<file path="src/rtl/ctrl_bus_arbiter_if.sv">
// Control-bus arbiter interface: per-master request/bus slices in,
// grant status and the muxed engine-side bus out.
interface ctrl_bus_arbiter_if #(
  parameter int MASTERS = 3,
  parameter int ADR_W   = 7,
  parameter int DATA_W  = 8,
  parameter int SEL_W   = 5
);
  localparam int OW = (MASTERS > 1) ? $clog2(MASTERS) : 1;

  // master side
  logic [MASTERS-1:0]        req;
  logic [MASTERS*ADR_W-1:0]  m_adr;
  logic [MASTERS*SEL_W-1:0]  m_sel;
  logic [MASTERS-1:0]        m_read;
  logic [MASTERS-1:0]        m_write;
  logic [MASTERS*DATA_W-1:0] m_wdata;
  logic [MASTERS-1:0]        m_patch_send;
  logic [DATA_W-1:0]         rdata_in;

  // arbiter status
  logic [MASTERS-1:0]        gnt;
  logic [OW-1:0]             owner;
  logic                      act;
  logic                      tenure_err;

  // engine side
  logic [ADR_W-1:0]          adr;
  logic [SEL_W-1:0]          sel;
  logic                      read;
  logic                      write;
  logic [DATA_W-1:0]         wdata;
  logic                      patch_send;
  logic [DATA_W-1:0]         rdata;

  modport master (
    output req, m_adr, m_sel, m_read, m_write, m_wdata, m_patch_send, rdata_in,
    input  gnt, owner, act, tenure_err, adr, sel, read, write, wdata,
           patch_send, rdata
  );

  modport slave (
    input  req, m_adr, m_sel, m_read, m_write, m_wdata, m_patch_send, rdata_in,
    output gnt, owner, act, tenure_err, adr, sel, read, write, wdata,
           patch_send, rdata
  );
endinterface

</file>
<file path="src/rtl/ctrl_bus_arbiter.sv">
// N-master arbiter for the synth_engine control bus (CLOCK_25 domain).
// Fixed-priority or round-robin selection, grant handshake, post-request
// hold-off and optional tenure limiting with forced preemption.
module ctrl_bus_arbiter #(
  parameter int MASTERS    = 3,
  parameter int ADR_W      = 7,
  parameter int DATA_W     = 8,
  parameter int SEL_W      = 5,
  parameter int HOLD_CYC   = 5,
  parameter int DEFAULT_M  = 1,
  parameter int PRIO_MODE  = 0,
  parameter int MAX_TENURE = 0
) (
  input logic               CLOCK_25,
  input logic               reset_reg,
  ctrl_bus_arbiter_if.slave bus
);

  localparam int OW = (MASTERS > 1) ? $clog2(MASTERS) : 1;
  localparam int HW = (HOLD_CYC > 0) ? $clog2(HOLD_CYC + 1) : 1;
  localparam int TW = (MAX_TENURE > 0) ? $clog2(MAX_TENURE + 1) : 1;
  localparam int unsigned NM = MASTERS;
  localparam logic [OW-1:0] DEF = OW'(DEFAULT_M);

  typedef enum logic [1:0] {IDLE, OWN, HOLD} state_t;

  state_t             state;
  logic [OW-1:0]      owner_q;
  logic [OW-1:0]      rr_ptr;
  logic [MASTERS-1:0] gnt_q;
  logic               act_q;
  logic               tenure_err_q;
  logic               forced_q;
  logic [HW-1:0]      hold_cnt;
  logic [TW-1:0]      ten_cnt;

  logic [MASTERS-1:0] own_mask;
  logic [MASTERS-1:0] others;
  logic               others_pend;
  logic               req_own;
  logic               ten_limit;
  logic               preempt;
  logic               leave_own;
  logic               expire;
  logic [MASTERS-1:0] exp_req;
  logic [OW-1:0]      next_rr;
  logic [OW-1:0]      exp_win;
  logic [OW-1:0]      idle_win;

  function automatic logic [MASTERS-1:0] onehot(input logic [OW-1:0] i);
    logic [MASTERS-1:0] m;
    m = '0;
    m[i] = 1'b1;
    return m;
  endfunction

  // Fixed priority scans from index 0; round-robin scans from ptr, wrapping.
  function automatic logic [OW-1:0] pick(input logic [MASTERS-1:0] r,
                                         input logic [OW-1:0]      ptr);
    logic [OW-1:0] w;
    logic          found;
    int unsigned   idx;
    w     = ptr;
    found = 1'b0;
    for (int unsigned k = 0; k < NM; k++) begin
      if (PRIO_MODE == 0) idx = k;
      else                idx = (32'(ptr) + k) % NM;
      if (!found && r[OW'(idx)]) begin
        w     = OW'(idx);
        found = 1'b1;
      end
    end
    return w;
  endfunction

  // Arbitration decisions: tenure limit, hold expiry and the next winner.
  always_comb begin
    own_mask    = onehot(owner_q);
    others      = bus.req & ~own_mask;
    others_pend = |others;
    req_own     = bus.req[owner_q];
    ten_limit   = (MAX_TENURE > 0) && others_pend &&
                  (ten_cnt == TW'(MAX_TENURE - 1));
    preempt     = (state == OWN) ? ten_limit : forced_q;
    leave_own   = ten_limit || !req_own;
    // Expiry is reached either straight from OWN (no hold configured) or at
    // the end of HOLD; both paths share the same handover logic below.
    expire      = ((state == OWN) && leave_own && (HOLD_CYC == 0)) ||
                  ((state == HOLD) && !(req_own && !forced_q) &&
                   (hold_cnt == '0));
    exp_req     = preempt ? others : bus.req;
    next_rr     = (owner_q == OW'(MASTERS - 1)) ? '0 : owner_q + 1'b1;
    exp_win     = pick(exp_req, next_rr);
    idle_win    = pick(bus.req, rr_ptr);
  end

  // Arbiter FSM with registered grant, owner, activity and tenure-error outputs.
  always_ff @(posedge CLOCK_25 or posedge reset_reg) begin
    if (reset_reg) begin
      state        <= IDLE;
      owner_q      <= DEF;
      gnt_q        <= '0;
      act_q        <= 1'b0;
      tenure_err_q <= 1'b0;
      forced_q     <= 1'b0;
      hold_cnt     <= '0;
      ten_cnt      <= '0;
      rr_ptr       <= DEF;
    end else begin
      tenure_err_q <= (state == OWN) && ten_limit;
      if (expire) begin
        rr_ptr   <= next_rr;
        forced_q <= 1'b0;
        ten_cnt  <= '0;
        hold_cnt <= '0;
        if (|exp_req) begin
          state   <= OWN;
          owner_q <= exp_win;
          gnt_q   <= onehot(exp_win);
          act_q   <= 1'b1;
        end else begin
          state   <= IDLE;
          owner_q <= DEF;
          gnt_q   <= '0;
          act_q   <= 1'b0;
        end
      end else begin
        case (state)
          IDLE: begin
            if (|bus.req) begin
              state    <= OWN;
              owner_q  <= idle_win;
              gnt_q    <= onehot(idle_win);
              act_q    <= 1'b1;
              ten_cnt  <= '0;
              forced_q <= 1'b0;
            end
          end
          OWN: begin
            if (leave_own) begin
              state    <= HOLD;
              hold_cnt <= HW'(HOLD_CYC - 1);
              forced_q <= ten_limit;
              ten_cnt  <= '0;
            end else if (others_pend) begin
              ten_cnt <= ten_cnt + 1'b1;
            end else begin
              ten_cnt <= '0;
            end
          end
          HOLD: begin
            if (req_own && !forced_q) begin
              state   <= OWN;
              ten_cnt <= '0;
            end else begin
              hold_cnt <= hold_cnt - 1'b1;
            end
          end
          default: begin
            state   <= IDLE;
            owner_q <= DEF;
            gnt_q   <= '0;
            act_q   <= 1'b0;
          end
        endcase
      end
    end
  end

  assign bus.gnt        = gnt_q;
  assign bus.owner      = owner_q;
  assign bus.act        = act_q;
  assign bus.tenure_err = tenure_err_q;
  assign bus.rdata      = bus.rdata_in;

  // Bus mux from the owner register; strobes are blocked while in reset.
  always_comb begin
    bus.adr        = bus.m_adr[int'(owner_q) * ADR_W +: ADR_W];
    bus.sel        = bus.m_sel[int'(owner_q) * SEL_W +: SEL_W];
    bus.wdata      = bus.m_wdata[int'(owner_q) * DATA_W +: DATA_W];
    bus.read       = bus.m_read[owner_q] & ~reset_reg;
    bus.write      = bus.m_write[owner_q] & ~reset_reg;
    bus.patch_send = bus.m_patch_send[owner_q] & ~reset_reg;
  end

endmodule

</file>
<file path="src/flat_wrapper.sv">
// flat-port wrapper written by rule: the top's interface ports become plain ports
module ctrl_bus_arbiter_flat 
#(
  parameter int MASTERS    = 3,
  parameter int ADR_W      = 7,
  parameter int DATA_W     = 8,
  parameter int SEL_W      = 5,
  parameter int HOLD_CYC   = 5,
  parameter int DEFAULT_M  = 1,
  parameter int PRIO_MODE  = 0,
  parameter int MAX_TENURE = 0
)
  (CLOCK_25, reset_reg, bus_req, bus_m_adr, bus_m_sel, bus_m_read, bus_m_write, bus_m_wdata, bus_m_patch_send, bus_rdata_in, bus_gnt, bus_owner, bus_act, bus_tenure_err, bus_adr, bus_sel, bus_read, bus_write, bus_wdata, bus_patch_send, bus_rdata);
  ctrl_bus_arbiter_if #(.MASTERS(MASTERS), .ADR_W(ADR_W), .DATA_W(DATA_W), .SEL_W(SEL_W)) bus_i ();
  input logic CLOCK_25;
  input logic reset_reg;
  input wire logic [$bits(bus_i.req)-1:0] bus_req;
  input wire logic [$bits(bus_i.m_adr)-1:0] bus_m_adr;
  input wire logic [$bits(bus_i.m_sel)-1:0] bus_m_sel;
  input wire logic [$bits(bus_i.m_read)-1:0] bus_m_read;
  input wire logic [$bits(bus_i.m_write)-1:0] bus_m_write;
  input wire logic [$bits(bus_i.m_wdata)-1:0] bus_m_wdata;
  input wire logic [$bits(bus_i.m_patch_send)-1:0] bus_m_patch_send;
  input wire logic [$bits(bus_i.rdata_in)-1:0] bus_rdata_in;
  output wire logic [$bits(bus_i.gnt)-1:0] bus_gnt;
  output wire logic [$bits(bus_i.owner)-1:0] bus_owner;
  output wire logic [$bits(bus_i.act)-1:0] bus_act;
  output wire logic [$bits(bus_i.tenure_err)-1:0] bus_tenure_err;
  output wire logic [$bits(bus_i.adr)-1:0] bus_adr;
  output wire logic [$bits(bus_i.sel)-1:0] bus_sel;
  output wire logic [$bits(bus_i.read)-1:0] bus_read;
  output wire logic [$bits(bus_i.write)-1:0] bus_write;
  output wire logic [$bits(bus_i.wdata)-1:0] bus_wdata;
  output wire logic [$bits(bus_i.patch_send)-1:0] bus_patch_send;
  output wire logic [$bits(bus_i.rdata)-1:0] bus_rdata;
  assign bus_i.req = bus_req;
  assign bus_i.m_adr = bus_m_adr;
  assign bus_i.m_sel = bus_m_sel;
  assign bus_i.m_read = bus_m_read;
  assign bus_i.m_write = bus_m_write;
  assign bus_i.m_wdata = bus_m_wdata;
  assign bus_i.m_patch_send = bus_m_patch_send;
  assign bus_i.rdata_in = bus_rdata_in;
  assign bus_gnt = bus_i.gnt;
  assign bus_owner = bus_i.owner;
  assign bus_act = bus_i.act;
  assign bus_tenure_err = bus_i.tenure_err;
  assign bus_adr = bus_i.adr;
  assign bus_sel = bus_i.sel;
  assign bus_read = bus_i.read;
  assign bus_write = bus_i.write;
  assign bus_wdata = bus_i.wdata;
  assign bus_patch_send = bus_i.patch_send;
  assign bus_rdata = bus_i.rdata;
  ctrl_bus_arbiter #(.MASTERS(MASTERS), .ADR_W(ADR_W), .DATA_W(DATA_W), .SEL_W(SEL_W), .HOLD_CYC(HOLD_CYC), .DEFAULT_M(DEFAULT_M), .PRIO_MODE(PRIO_MODE), .MAX_TENURE(MAX_TENURE)) u_core (.CLOCK_25(CLOCK_25), .reset_reg(reset_reg), .bus(bus_i));
endmodule
</file>
<file path="config.mk">
export PLATFORM = sky130hd
export DESIGN_NAME = ctrl_bus_arbiter_flat
export DESIGN_NICKNAME = d
export VERILOG_FILES = /design/src/rtl/ctrl_bus_arbiter_if.sv /design/src/rtl/ctrl_bus_arbiter.sv /design/src/flat_wrapper.sv
export SDC_FILE = /design/constraint.sdc
export NUM_CORES = 1
export LEC_CHECK = 0
export CAP_MARGIN = 20
export CORE_MARGIN = 2
export CORE_UTILIZATION = 34
export DETAILED_ROUTE_END_ITERATION = 8
export GPL_TIMING_DRIVEN = 1
export HOLD_SLACK_MARGIN = 0.02
export PLACE_DENSITY = 0.95
export SLEW_MARGIN = 20
export SYNTH_ARGS = -nofsm -noshare
export SYNTH_HDL_FRONTEND = slang
export SYNTH_SLANG_ARGS = --single-unit
export TNS_END_PERCENT = 100
</file>
<file path="constraint.sdc">
create_clock -name CLOCK_25 -period 2.75 [get_ports CLOCK_25]
set_input_delay 0.55 -clock CLOCK_25 [delete_from_list [all_inputs] [get_ports CLOCK_25]]
set_output_delay 0.55 -clock CLOCK_25 [all_outputs]
set_load 0.01 [all_outputs]
</file>
==> impl_metrics.py <==
metrics = {
    "floorplan": {
        "core_um2": 3740,
        "ios": 120,
        "die_area_um2": 4490,
        "start_util_pct": 36.1,
        "die_height_um": 67.0,
        "rows": 22,
        "die_w_um": 67.0,
    },
    "power_and_ir_drop": {
        "pwr-share-comb_pct": 78.6,
        "power.internal_mw": 1.18,
        "p_per_area_nw_per_um2": 884,
        "ir_drop_uv": 864,
        "power.total_mw": 2.10,
        "switchingPower_uw": 926,
        "pwr-share-seq_pct": 13.5,
        "pwr-share-clk_pct": 7.9,
        "power.leakage_nw": 0.921,
        "sw_frac_of_total_pct": 44.0,
    },
    "placement": {
        "gp_congestion": 0.785,
        "placed_cells": 313,
        "placed_cell_area_um2": 2330,
        "port-buffer-count": 102,
        "place_hpwl_um": 4140,
        "place_ws_ns": 0.254,
    },
    "sta": {
        "max_freq_ghz": 0.396,
        "setup_ws_ns": 0.224,
        "rsz0062_at_grt": "false",
        "fin_crit_sh_pct": 91.8,
        "tightest_slew_ns": 0.527,
        "setup_viol": 0,
        "relSlewSlack_pct": 64.4,
        "hold_viol": 0,
        "slew_violations": 0,
        "setup-tns-final_ns": 0,
        "timing.hold.ws_ns": 0.509,
        "finalClockSkew_ns": 0.00363,
        "post-route-min-period_ns": 2.53,
    },
    "synthesis": {
        "synthAdderAreaFrac_pct": 4.63,
        "yosysSeqAreaShare_pct": 20.5,
        "synth_compound_area_share_pct": 24.7,
        "synthSimpleGateAreaFrac_pct": 18.7,
        "netlist_instances": 181,
        "syn_avg_cell_area_um2": 7.46,
        "synth_cell_types": 42,
        "synthXorXnorAreaFrac_pct": 0,
        "synth.mux.area_fraction_pct": 18.8,
        "syn_area_um2": 1350,
        "ys_ff_latch": 11,
        "synth_top_family_by_area": "compound AO/OA/AOI/OAI gates",
        "synth_nets": 268,
        "yosys_warnings": 0,
    },
    "cts": {
        "clock_latency_ns": 0.24,
        "cts_sinks": 11,
        "postCtsSetupBuffers": 0,
        "h-tree-depth": 1,
        "tritoncts": "done",
        "cts_root_buf": "clkbuf_8",
        "path_clk_slew_ns": 0.05,
        "cts_resized": 0,
        "clock_path_buffers": 2,
        "holdBufCountCts": 0,
        "cts_buffers": 3,
    },
    "job": {
        "maxCapViolations": 0,
    },
    "worst_setup_path": {
        "arrival_ns": 1.98,
        "start_kind": "flop",
        "cpPeakStageDelay_ns": 0.49,
        "worstSetupPathType": "flop to primary output",
        "cpMostUsedCell": "nor2_1",
        "critical-path-slowest-cell": "dfrtp_1",
        "crit_chain": "buf_4 > mux2i_1 > nor2_1 > a21oi_1 > nor2_1 > clkdlybuf4s50_1",
        "required_ns": 2.20,
        "worst-path-max-fanout": 10,
        "endpoint_kind": "primary output",
    },
    "routing": {
        "drc_errors": 0,
        "drt_iter0_drc": 89,
        "vias": 1646,
        "vias_per_cell": 5.19,
        "drt_wl_total_um": 5220,
        "antenna_left": 0,
        "first_pass_iters": 4,
        "avgRoutedWirePerCell_um": 16.5,
    },
    "finish": {
        "syn_to_final_growth_pct": 76.3,
        "stdcell_count": 317,
        "nets": 357,
        "fin_area_um2": 2380,
        "final_core_util_pct": 63.6,
        "final_common_cell": "clkdlybuf4s50_1",
        "layout-drive-gt1-share_pct": 5.20,
        "n_antenna_cell": 0,
        "final_cell_mix": "clkdlybuf4s50_1 (102), nand2_1 (25), mux2i_1 (24), nor2_1 (15), o21ai_0 (13)",
    },
    "grt": {
        "antenna_found_initial": 0,
        "grt_pass1_wl_um": 7500,
        "grt_max_degree": 30,
        "gr-usage-all-layers_pct": 22.0,
        "grt_overflow": 0,
        "grt_pass1_vias": 1546,
    },
    "run_status": {
        "status": "complete, no violations",
    },
    "worst_hold_path": {
        "hp-class": "flop to flop",
    },
}
-- cell usage after synthesis --
master / number / area, um2
nor2b_1: 2 / 12.5
a31oi_1: 1 / 6.26
a2bb2oi_1: 1 / 8.76
o211ai_1: 2 / 15.0
inv_2: 1 / 3.75
nand3_1: 3 / 15.0
o21a_1: 1 / 7.51
nor4b_1: 1 / 8.76
mux2i_1: 24 / 240
dfrtp_1: 10 / 250
a21o_1: 1 / 7.51
o2111ai_2: 1 / 15.0
a22o_1: 1 / 8.76
nand2_1: 25 / 93.8
or3_1: 1 / 6.26
o22a_1: 2 / 17.5
dfstp_2: 1 / 26.3
nand2b_1: 2 / 12.5
o21ai_1: 12 / 60.1
nor2_1: 15 / 56.3
and2_1: 1 / 6.26
o21a_4: 1 / 15.0
clkbuf_1: 5 / 18.8
buf_4: 9 / 67.6
a21oi_1: 5 / 25.0
ha_1: 5 / 62.6
a32o_1: 1 / 10.0
o21ai_0: 13 / 65.1
conb_1: 1 / 3.75
a31o_1: 1 / 8.76
nor3_1: 1 / 5.00
a21bo_2: 1 / 10.0
a222oi_1: 1 / 10.0
nand3b_1: 2 / 15.0
a221oi_2: 1 / 15.0
mux2i_2: 1 / 13.8
inv_1: 10 / 37.5
o22ai_1: 2 / 12.5
nand4b_1: 1 / 8.76
a22oi_1: 2 / 15.0
nand4_1: 2 / 12.5
buf_2: 8 / 40.0
-- per-layer routing --
layer  GRT usage (%)  routed length, um  up-vias
li1                -                  -      806
met1            24.6               1940      745
met2            41.8               2750       87
met3            3.89                468        8
met4            5.61                 64        0
met5               0                  0        -
-- power groups by stage --
| stage | clock network (mW) | logic, mW | registers, mW |
|---|---|---|---|
| 4_1_cts | 0.166 | 1.65 | 0.282 |
| 3_5_place_dp | 0 | 1.64 | 0.283 |
| 6_report | 0.166 | 1.66 | 0.283 |
| 2_1_floorplan | 0 | 0.972 | 0.289 |
| 3_3_place_gp | 0 | 1.59 | 0.279 |
| 5_1_grt | 0.174 | 1.79 | 0.289 |
-- worst max-delay path: cells and delay by family (launching register included) --
family | cells | cell delay (ns)
mux | 1 | 0.24
flops | 1 | 0.49
buf+inv | 2 | 0.75
simple gates | 2 | 0.12
compound gates | 1 | 0.13
-- final cells by class --
class / count / area (um2)
repair buffers: 106 / 1050
multi-input cells: 137 / 906
fillers: 312 / 1360
clock buffers: 4 / 45.0
inverters: 11 / 41.3
flip-flops and latches: 11 / 277
well taps: 48 / 60.1
-- worst paths after layout --
kind	from	end	slack [ns]	cells past startpoint
min reg2reg	u_core.bus.gnt[1]	u_core.bus.gnt[1]	0.51	1
max reg2reg	u_core.hold_cnt[0]	u_core.bus.gnt[0]	0.80	6
max in group asynchronous	reset_reg	u_core.bus.owner[0]	1.69	2
min in group asynchronous	reset_reg	u_core.bus.act	0.72	2
min	u_core.bus.gnt[1]	u_core.bus.gnt[1]	0.51	1
max	u_core.bus.owner[1]	bus_read	0.22	6
-- registers in the layout, indices dropped and copies added, names as in the netlist --
name              count
u_core.bus.owner      2
u_core.bus.gnt        3
u_core.state          2
u_core.hold_cnt       3
u_core.bus.act        1
-- cells by family after synthesis --
family          after synthesis
buf+inv                      33
simple gates                 56
compound gates               50
fa+ha+maj                     5
other cells                   1
flops                        11
mux                          25
Note: power is estimated with default switching activity, not from simulation.
